### config.mk
export PLATFORM = sky130hd
export DESIGN_NAME = gmm_stream_frame_ctrl
export DESIGN_NICKNAME = d
export VERILOG_FILES = /design/src/rtl/gmm_stream_pkg.sv /design/src/rtl/gmm_stream_fifo.sv /design/src/rtl/gmm_stream_frame_ctrl.sv
export SDC_FILE = /design/constraint.sdc
export NUM_CORES = 1
export LEC_CHECK = 0
export ABC_AREA = 0
export BUFFER_PORTS_ARGS = -buffer_cell sky130_fd_sc_hd__clkbuf_2
export CAP_MARGIN = 15
export CORE_AREA = 4 4 134 136
export CTS_CLUSTER_DIAMETER = 150
export DETAILED_ROUTE_END_ITERATION = 10
export DIE_AREA = 0 0 138 140
export GPL_ROUTABILITY_DRIVEN = 1
export PLACE_DENSITY = 0.78
export SLEW_MARGIN = 20
export SYNTH_ARGS = -nofsm -noshare
export SYNTH_HDL_FRONTEND = slang
export SYNTH_SLANG_ARGS = --single-unit
### constraint.sdc
create_clock -name clk -period 3.7 [get_ports clk]
set_clock_uncertainty 0.15 [all_clocks]
set_input_delay 0.74 -clock clk [delete_from_list [all_inputs] [get_ports clk]]
set_output_delay 0.74 -clock clk [all_outputs]
set_load 0.02 [all_outputs]
### src/rtl/gmm_stream_pkg.sv
// Shared types and constants for the GMM stream front/back-end.
package gmm_stream_pkg;

  typedef enum logic [1:0] {WAIT_SOP, FIRST, RUN} state_t;

  // Tag address is carried at a fixed width; the top keeps only ADDR_W bits.
  localparam int TAG_ADDR_W = 32;

  typedef struct packed {
    logic [TAG_ADDR_W-1:0] addr;
    logic                  sop;
    logic                  eop;
  } tag_t;

  localparam int LUMA_R = 77;
  localparam int LUMA_G = 150;
  localparam int LUMA_B = 29;

endpackage

### src/rtl/gmm_stream_fifo.sv
// Show-ahead synchronous FIFO; rdata always presents the head entry.
module gmm_stream_fifo #(
  parameter int WIDTH = 8,
  parameter int DEPTH = 8
) (
  input  logic                     clk,
  input  logic                     rst,
  input  logic                     push,
  input  logic [WIDTH-1:0]         wdata,
  input  logic                     pop,
  output logic [WIDTH-1:0]         rdata,
  output logic [$clog2(DEPTH):0]   count,
  output logic                     empty,
  output logic                     full
);
  localparam int AW = $clog2(DEPTH);

  logic [WIDTH-1:0] mem [DEPTH];
  logic [AW-1:0]    wp, rp;
  logic             do_push, do_pop;

  // A pop frees the head slot in the same cycle, so push at full is legal with it.
  assign do_pop  = pop & ~empty;
  assign do_push = push & (~full | do_pop);
  assign empty   = (count == '0);
  assign full    = (count == (AW+1)'(DEPTH));
  assign rdata   = mem[rp];

  always_ff @(posedge clk) begin
    if (do_push) mem[wp] <= wdata;
  end

  always_ff @(posedge clk) begin
    if (rst) begin
      wp    <= '0;
      rp    <= '0;
      count <= '0;
    end else begin
      if (do_push) wp <= wp + AW'(1);
      if (do_pop)  rp <= rp + AW'(1);
      count <= count + (AW+1)'(do_push) - (AW+1)'(do_pop);
    end
  end

endmodule

### src/rtl/gmm_stream_frame_ctrl.sv
// Frame sequencer, grey conversion, core tag pipeline and credit-protected output FIFO.
// Build option GMM_LUMA_WEIGHT_EN selects the 2-stage 77/150/29 luma weighting.
module gmm_stream_frame_ctrl
  import gmm_stream_pkg::*;
#(
  parameter int PIX_W        = 8,
  parameter int RES_W        = 8,
  parameter int FRAME_PIXELS = 76800,
  parameter int ADDR_W       = 18,
  parameter int CORE_LAT     = 4,
  parameter int FIFO_DEPTH   = 8
) (
  input  logic                clk,
  input  logic                rst,
  input  logic [3*PIX_W-1:0]  data_in,
  input  logic                valid_in,
  output logic                ready_out,
  input  logic                sop_in,
  input  logic                eop_in,
  output logic                core_valid,
  output logic [PIX_W-1:0]    core_grey,
  output logic [ADDR_W-1:0]   core_raddr,
  output logic                core_first_frame,
  output logic [ADDR_W-1:0]   core_waddr,
  output logic                core_we,
  input  logic                core_res_valid,
  input  logic [RES_W-1:0]    core_res,
  output logic [RES_W-1:0]    data_out,
  output logic                valid_out,
  input  logic                ready_in,
  output logic                sop_out,
  output logic                eop_out,
  output logic                frame_err,
  output logic [15:0]         frame_cnt
);
  localparam int CW = $clog2(FIFO_DEPTH) + 1;
  localparam logic [ADDR_W-1:0] LAST = ADDR_W'(FRAME_PIXELS - 1);

  state_t            state, state_n;
  logic [ADDR_W-1:0] pix_idx, idx_n, cur_idx;
  logic              learn, acc, issue, err, done, pop;
  logic [CW-1:0]     used, used_n;
  logic [PIX_W-1:0]  red, grn, blu;

  assign {blu, grn, red} = data_in;
  assign acc = valid_in && ready_out;

  always_ff @(posedge clk) begin
    if (rst) begin
      state     <= WAIT_SOP;
      pix_idx   <= '0;
      learn     <= 1'b1;
      frame_cnt <= '0;
      frame_err <= 1'b0;
      used      <= '0;
      ready_out <= 1'b0;
    end else begin
      state     <= state_n;
      pix_idx   <= idx_n;
      frame_err <= err;
      used      <= used_n;
      // A sop beat in WAIT_SOP also needs a credit, so idle is not exempt.
      ready_out <= (used_n < CW'(FIFO_DEPTH));
      if (done) begin
        learn     <= 1'b0;
        frame_cnt <= frame_cnt + 16'd1;
      end
    end
  end

  always_comb begin
    state_n = state;
    idx_n   = pix_idx;
    err     = 1'b0;
    done    = 1'b0;
    if (issue) begin
      err     = (state != WAIT_SOP) && sop_in;
      state_n = learn ? FIRST : RUN;
      idx_n   = cur_idx + ADDR_W'(1);
      if (eop_in || cur_idx == LAST) begin
        state_n = WAIT_SOP;
        idx_n   = '0;
        if (eop_in && cur_idx == LAST) done = 1'b1;
        else                           err  = 1'b1;
      end
    end
  end

  always_comb begin
    issue   = acc && ((state != WAIT_SOP) || sop_in);
    cur_idx = sop_in ? '0 : pix_idx;
  end

  assign used_n = used + CW'(issue) - CW'(pop);

  logic              iss_vld, iss_sop, iss_eop, iss_learn;
  logic [ADDR_W-1:0] iss_idx;
  logic [PIX_W-1:0]  iss_grey;

`ifdef GMM_LUMA_WEIGHT_EN
  localparam int PW = PIX_W + 8;
  logic              s1_vld, s1_sop, s1_eop, s1_learn;
  logic [ADDR_W-1:0] s1_idx;
  logic [PW-1:0]     s1_r, s1_g, s1_b, lsum;

  always_ff @(posedge clk) begin
    if (rst) begin
      {s1_vld, s1_sop, s1_eop, s1_learn} <= '0;
      s1_idx <= '0;
      s1_r   <= '0;
      s1_g   <= '0;
      s1_b   <= '0;
    end else begin
      s1_vld   <= issue;
      s1_sop   <= sop_in;
      s1_eop   <= eop_in;
      s1_learn <= learn;
      s1_idx   <= cur_idx;
      s1_r     <= PW'(LUMA_R) * PW'(red);
      s1_g     <= PW'(LUMA_G) * PW'(grn);
      s1_b     <= PW'(LUMA_B) * PW'(blu);
    end
  end

  // Weights sum to 256, so the sum of products never exceeds PIX_W+8 bits.
  assign lsum      = s1_r + s1_g + s1_b;
  assign iss_grey  = PIX_W'(lsum >> 8);
  assign iss_vld   = s1_vld;
  assign iss_sop   = s1_sop;
  assign iss_eop   = s1_eop;
  assign iss_learn = s1_learn;
  assign iss_idx   = s1_idx;
`else
  logic [PIX_W+1:0] gsum;
  assign gsum      = {2'b0, red} + {1'b0, grn, 1'b0} + {2'b0, blu};
  assign iss_grey  = PIX_W'(gsum >> 2);
  assign iss_vld   = issue;
  assign iss_sop   = sop_in;
  assign iss_eop   = eop_in;
  assign iss_learn = learn;
  assign iss_idx   = cur_idx;
`endif

  logic core_sop, core_eop;

  always_ff @(posedge clk) begin
    if (rst) begin
      {core_valid, core_first_frame, core_sop, core_eop} <= '0;
      core_grey  <= '0;
      core_raddr <= '0;
    end else begin
      core_valid       <= iss_vld;
      core_first_frame <= iss_vld & iss_learn;
      core_sop         <= iss_vld & iss_sop;
      core_eop         <= iss_vld & iss_eop;
      core_grey        <= iss_grey;
      core_raddr       <= iss_idx;
    end
  end

  tag_t                tag_pipe [CORE_LAT];
  logic [CORE_LAT-1:0] vld_pipe;
  tag_t                tail;
  logic                unused_tag_bits;

  always_ff @(posedge clk) begin
    if (rst) begin
      vld_pipe <= '0;
      for (int i = 0; i < CORE_LAT; i++) tag_pipe[i] <= '0;
    end else begin
      vld_pipe[0] <= core_valid;
      tag_pipe[0] <= '{addr: TAG_ADDR_W'(core_raddr), sop: core_sop, eop: core_eop};
      for (int i = 1; i < CORE_LAT; i++) begin
        vld_pipe[i] <= vld_pipe[i-1];
        tag_pipe[i] <= tag_pipe[i-1];
      end
    end
  end

  assign tail            = tag_pipe[CORE_LAT-1];
  assign core_waddr      = tail.addr[ADDR_W-1:0];
  assign core_we         = core_res_valid;
  assign unused_tag_bits = ^tail.addr;

  logic [RES_W+1:0] head;
  logic [CW-1:0]    fifo_cnt;
  logic             empty, full;

  gmm_stream_fifo #(.WIDTH(RES_W + 2), .DEPTH(FIFO_DEPTH)) u_fifo (
    .clk   (clk),
    .rst   (rst),
    .push  (core_res_valid),
    .wdata ({tail.sop, tail.eop, core_res}),
    .pop   (pop),
    .rdata (head),
    .count (fifo_cnt),
    .empty (empty),
    .full  (full)
  );

  assign valid_out = ~empty;
  assign pop       = valid_out && ready_in;
  assign data_out  = empty ? '0 : head[RES_W-1:0];
  assign sop_out   = ~empty & head[RES_W+1];
  assign eop_out   = ~empty & head[RES_W];

  a_res_has_tag: assert property (@(posedge clk) disable iff (rst)
    core_res_valid |-> vld_pipe[CORE_LAT-1]);
  a_no_overflow: assert property (@(posedge clk) disable iff (rst)
    core_res_valid |-> (!full || pop));
  a_credit_cover: assert property (@(posedge clk) disable iff (rst)
    fifo_cnt <= used);

endmodule
==> qor.yml, run 1 <==
top_layer: "met4"
port_buffers: 114
grt_overflow: 0
synth_edf_count: 80
first_pass_iters: 5
finalHoldViolCount: 0
cp_max_fo: 10
yosys_warnings: 0
path_class: "flop to output port"
cts_buffer_depth: 3
insertion_delay_ns: 0.50
yosys_register_bits: 246
hpwl_mm: 11.89
drt-met1-wl_mm: 7.551
path_clk_slew_ns: 0.06
final_nets: 964
grt_pass1_vias: 5808
coreArea_sq_um: 16940
post_cts_buffers: 0
dr_wl_met3_mm: 1.002
ys_types: 57
synth_seq_area_share_pct: 59.82
grt_pass1_wl_mm: 28.93
wl_met2_mm: 8.716
nFillCells: 1275
grt_max_degree: 73
syn_to_final_growth_pct: 15.32
worst_hold_path.num_cells: 1
die_y_microns: 140
avgSynthCellArea_sq_um: 12.16
max_freq_mhz: 299.8
drc: 0
gp_congestion: 0.8409
required_ns: 2.81
synth_cells: 787
grtUsageTotal_pct: 17.98
period_needed_ns: 3.336
rsz0062_at_grt: "no"
htree_num_levels: 1
cts_sinks: 246
antenna_found_initial: 0
avgRoutedWirePerCell_microns: 15.50
ant_nets: 0
endpoint_kind: "output port"
async_flop_share_pct: 0
setup_viol: 0
worst_pin_slew_ns: 0.9697
start_util_pct: 56.52
ir_worst_vdd_mv: 0.3180
p_leak_nw: 4.252
cts_inserted_buffers: 24
report.power.total_mw: 6.468
postCtsHoldBufs: 0
layout-drive-gt1-share_pct: 21.93
row_count: 48
synthesis.area_sq_um: 9572
fin_crit_sh_pct: 90.16
die_x_microns: 138
viasPerCell: 5.261
cap_violations: 0
setup-tns-final_ns: 0
r2r_cells: 8
cts-root-buf: "clkbuf_16"
synth_ff_type: "dfxtp_1"
cp.arrival_ns: 2.45
drt-initial-drc-count: 358
die_area_sq_um: 19320
min_path_type: "flop to flop"
diodes: 0
relSlewSlack_pct: 35.36
status: "finished clean"
drt_wl_total_mm: 17.62
cts_resized: 0
startpoint_type: "flop"
syn_nets: 857
cts_tree: "done"
maxSlewViolCount: 0
ios: 115
vias: 5982
p_per_area_nw_per_um2: 586.0
==> Yosys cell counts (3+ instances only) <==
master    instances  share of area (%)
nand2b_1         10               0.65
a21oi_1          26                1.4
a21o_1            3               0.24
clkbuf_1         31                1.2
nor2b_1          94                6.1
or2_2             3               0.20
dfxtp_1         166                 35
o31ai_1          10               0.78
and3_1            3               0.20
edfxtp_1         80                 25
nand2_1          22               0.86
nand3_1          24                1.3
nor3_1            8               0.42
nand4b_1          9               0.82
xnor2_1          10               0.91
fa_1             10                2.1
and2_1           20                1.3
a22oi_1           4               0.31
o21ai_0           9               0.47
mux4_2           20                4.7
or3_1             6               0.39
nand3b_1         10               0.78
xor2_1            6               0.55
mux2i_1          13                1.4
inv_1            23               0.90
nand4_1           6               0.39
ha_1             21                2.7
or4_1            21                1.6
nor4_1            6               0.39
nor2_1           58                2.3
nor3b_1           4               0.31
buf_4            19                1.5
==> registers in the layout, indices dropped and copies added, names as in the netlist, 4 cells and up, named ones only <==
name          count
core_raddr       18
used              4
frame_cnt        16
pix_idx          18
u_fifo.count      4
u_fifo.mem       80
tag_pipe         80
core_grey         8
==> kinds of logic (layout without fill, tap and decap cells) <==
family | Yosys count | in the layout | synth area share, %
fa+ha+maj | 31 | 31 | 4.837
flops | 246 | 246 | 59.82
buf+inv | 76 | 201 | 3.804
simple gates | 315 | 315 | 19.29
xor+xnor | 16 | 16 | 1.464
mux | 34 | 34 | 6.183
compound gates | 69 | 69 | 4.601
==> worst paths after layout <==
kind	from	to	slack [ns]
worst max-delay path	flop	data_out[0]	0.36
worst max register to register	pix_idx[0]$_SDFFE_PP0P_	frame_cnt[11]$_SDFFE_PP0P_	0.81
worst min register to register	tag_pipe[0][0]$_SDFF_PP0_	tag_pipe[1][0]$_SDFF_PP0_	0.28
worst min-delay path	tag_pipe[0][0]$_SDFF_PP0_	tag_pipe[1][0]$_SDFF_PP0_	0.28
==> final cells by class <==
cell class,instances,area (sq um),share of cell area [%]
Inverter,23,86.33,0.7821
Timing Repair Buffer,134,723.2,6.552
Clock inverter,9,46.29,0.4194
Sequential cell,246,5725,51.87
Clock buffer,35,693.2,6.280
Multi-Input combinational cell,465,3482,31.55
Tap cell,225,281.5,2.550
==> power breakdown <==
group | switching (mW) | leakage [nW] | internal (mW)
clock network | 0.949 | 0.360 | 1.30
logic | 0.660 | 1.83 | 0.547
registers | 0.0878 | 2.06 | 2.93
==> stage by stage <==
step           worst slack [ns]  instance area, sq um  hold WS [ns]  std cells  util, %
4_1_cts                  0.2730                 11040        0.2797       1137    65.17
3_3_place_gp             0.3641                 10300        0.2673       1093    60.81
3_5_place_dp             0.2654                 10300        0.2704       1093    60.81
6_report                 0.3640                 11040        0.2763       1137    65.17
2_1_floorplan            0.5219                  9572        0.2638        787        -
5_1_grt                 0.06681                 11040        0.2938       1137    65.17
==> critical path: stages (launching register included) <==
cell and delay [ns]:
dfxtp_1 0.75, buf_4 0.30, mux4_2 0.53, mux2i_1 0.16, nor2_1 0.05, clkbuf_2 0.15
==> routing by layer <==
| layer | GRT usage (%) | up-vias |
|---|---|---|
| met5 | 0 | - |
| met4 | 5.460 | 0 |
| met2 | 30.50 | 170 |
| met3 | 3.721 | 28 |
| met1 | 23.50 | 2792 |
| li1 | - | 2992 |
==> layout by cell type, fill, tap and decap left out, types with 4 or more instances in the layout <==
cell	count
xnor2_1	10
nor2_1	58
a22oi_1	4
o21ai_0	9
o31ai_1	10
dfxtp_1	166
ha_1	21
clkbuf_1	7
or4_1	21
nor3b_1	4
nor4_1	6
nand3b_1	10
fa_1	10
edfxtp_1	80
nand3_1	24
nand2b_1	10
mux2i_1	13
nand2_1	22
clkbuf_16	25
nor3_1	8
inv_1	23
nand4_1	6
clkbuf_2	113
and2_1	20
or3_1	6
nand4b_1	9
nor2b_1	94
mux4_2	20
clkinv_1	4
buf_4	21
a21oi_1	26
xor2_1	6
No activity file was read; power rests on OpenSTA's default activity.
==> inputs of run 2 (changes only) <==
Settings changed: CORE_AREA 4 4 134 136 to 4 4 132 134, CTS_BUF_LIST from default to sky130_fd_sc_hd__clkbuf_4 sky130_fd_sc_hd__clkbuf_8, DIE_AREA 0 0 138 140 to 0 0 136 138, PLACE_DENSITY 0.78 to 0.81, REMOVE_ABC_BUFFERS from default to 1.
==> qor.yml, run 2 (same netlist as run 1, synthesis figures left out) <==
worst_hold_path.num_cells: 1  # unchanged
vias: 6078  # +1.6%
hold_path_end: "tag_pipe[2][0]$_SDFF_PP0_"
final_util_pct: 68.39  # +3.2 points
cts_tree: "done"
ios: 115  # unchanged
min_path_type: "flop to flop"
max_freq_mhz: 326.7  # +9.0%
setup-tns-final_ns: 0  # unchanged
final_nets: 978  # +1.5%
worstReg2RegEnd: "frame_cnt[11]$_SDFFE_PP0P_"
post_cts_buffers: 0  # unchanged
cap_violations: 0  # unchanged
r2r_cells: 7  # -1
syn_to_final_growth_pct: 16.39
cts-root-buf: "clkbuf_8"
avgRoutedWirePerCell_microns: 14.65  # -5.4%
path_class: "flop to output port"
diodes: 0  # unchanged
start_util_pct: 58.76  # +2.2 points
grt_max_degree: 92  # +26%
cts_sinks: 246  # unchanged
layout_commonest_cell: "dfxtp_1"
maxSlewViolCount: 0  # unchanged
cts_resized: 0  # unchanged
grt_overflow: 0  # unchanged
rsz0062_at_grt: "no"
insertion_delay_ns: 0.52  # +0.02 ns
cp_max_fo: 20  # +10
worst_pin_slew_ns: 1.085  # +0.1157 ns
coreArea_sq_um: 16290  # -3.8%
status: "finished clean"
ant_nets: 0  # unchanged
drt_wl_total_mm: 16.97  # -3.7%
postCtsHoldBufs: 0  # unchanged
die_area_sq_um: 18770  # -2.9%
final_cell_mix: "dfxtp_1, clkbuf_2, nor2b_1, edfxtp_1, nor2_1"
ir_worst_vdd_mv: 0.2761  # -13%
drt-initial-drc-count: 323  # -9.8%
setup_viol: 0  # unchanged
first_pass_iters: 5  # unchanged
top_regs: "tag_pipe (80), u_fifo.mem (80)"
cp.arrival_ns: 2.17  # -0.28 ns
grt_pass1_wl_mm: 28.26  # -2.3%
p_per_area_nw_per_um2: 591.2  # +0.90%
reg2reg_slack_ns: 0.87  # +0.06 ns
port_buffers: 114  # unchanged
cts_buffer_depth: 3  # unchanged
layout-drive-gt1-share_pct: 25.05  # +3.1 points
p_leak_nw: 4.331  # +1.9%
fin_crit_sh_pct: 82.72  # -7.4 points
row_count: 47  # -2.1%
htree_num_levels: 2  # +1
reg2reg_from: "pix_idx[1]$_SDFFE_PP0P_"
min_from: "tag_pipe[1][0]$_SDFF_PP0_"
antenna_found_initial: 0  # unchanged
gp_congestion: 0.8776  # +4.4%
viasPerCell: 5.249  # -0.24%
die_x_microns: 136  # -1.4%
required_ns: 2.81  # about the same
die_y_microns: 138  # -1.4%
hpwl_mm: 10.90  # -8.4%
grt_pass1_vias: 5939  # +2.3%
period_needed_ns: 3.061  # -0.2752 ns
path_clk_slew_ns: 0.06  # about the same
grtUsageTotal_pct: 18.28  # +0.29 points
nFillCells: 1220  # -4.3%
cts_inserted_buffers: 39  # +63%
startpoint_type: "flop"
relSlewSlack_pct: 27.65  # -7.7 points
drc: 0  # unchanged
finalHoldViolCount: 0  # unchanged
endpoint_kind: "output port"
## run 2: cell types whose count changed in the layout (fill, tap and decap cells not counted), moves of 2 or more
cell	delta
clkinv_1	-2
clkbuf_16	-25
clkbuf_4	+17
clkinv_2	-2
clkbuf_8	+43
buf_4	-2
clkbuf_1	-7
## run 2: per-layer routing
metal / track usage, % / wire [microns] / vias to the layer above
met5: 0 / 0 / -
met4: 5.252 / 293 / 0
met3: 4.942 / 1117 / 23
met2: 29.65 / 8136 / 183
met1: 24.26 / 7420 / 2864
li1: - / - / 3008
## run 2: report_power, final
group	leakage (nW)	switching, mW	internal (mW)	total, mW
Sequential	2.06	0.0583	2.93	2.98
Clock	0.442	1.01	1.38	2.39
Combinational	1.83	0.672	0.542	1.21
Total	4.33	1.74	4.85	6.59
## run 2: final cells by class
cell class	count	area [sq um]	area share (%)
multi-input cells	465	3482	31.26
repair buffers	133	728.2	6.536
clock buffers	63	760.7	6.828
clock inverters	8	82.58	0.7412
well taps	220	275.3	2.471
inverters	23	86.33	0.7749
flip-flops and latches	246	5725	51.39
## run 2: worst max path at each step
| stage | depth (start not counted) | slack [ns] | end | from |
|---|---|---|---|---|
| final | 5 | 0.64 | sop_out | flop |
| after global routing | 5 | 0.48 | sop_out | flop |
| after CTS | 5 | 0.56 | sop_out | flop |
| after detailed placement | 9 | 0.38 | frame_cnt[11]$_SDFFE_PP0P_ | sop_in |
| after global placement | 9 | 0.44 | frame_cnt[11]$_SDFFE_PP0P_ | sop_in |
| after floorplan | 9 | 0.77 | core_grey[7]$_SDFF_PP0_ | data_in[1] |
## run 2: critical path, stage by stage, from the launching register on
cell	delay [ns]
dfxtp_1	0.31
buf_4	0.35
mux4_2	0.56
mux2i_1	0.20
nor2_1	0.08
clkbuf_2	0.16
## run 2: stage by stage
stage          total power, mW  worst slack, ns  instance area (sq um)  hold WS, ns  cells
5_1_grt                  6.954           0.4775                  11140       0.2992   1158
4_1_cts                  6.677           0.5632                  11140       0.2767   1158
3_3_place_gp             4.244           0.4406                  10300       0.2664   1087
3_5_place_dp             4.273           0.3808                  10300       0.2704   1087
6_report                 6.587           0.6392                  11140       0.2772   1158
2_1_floorplan            3.893           0.7673                   9294       0.2638    734
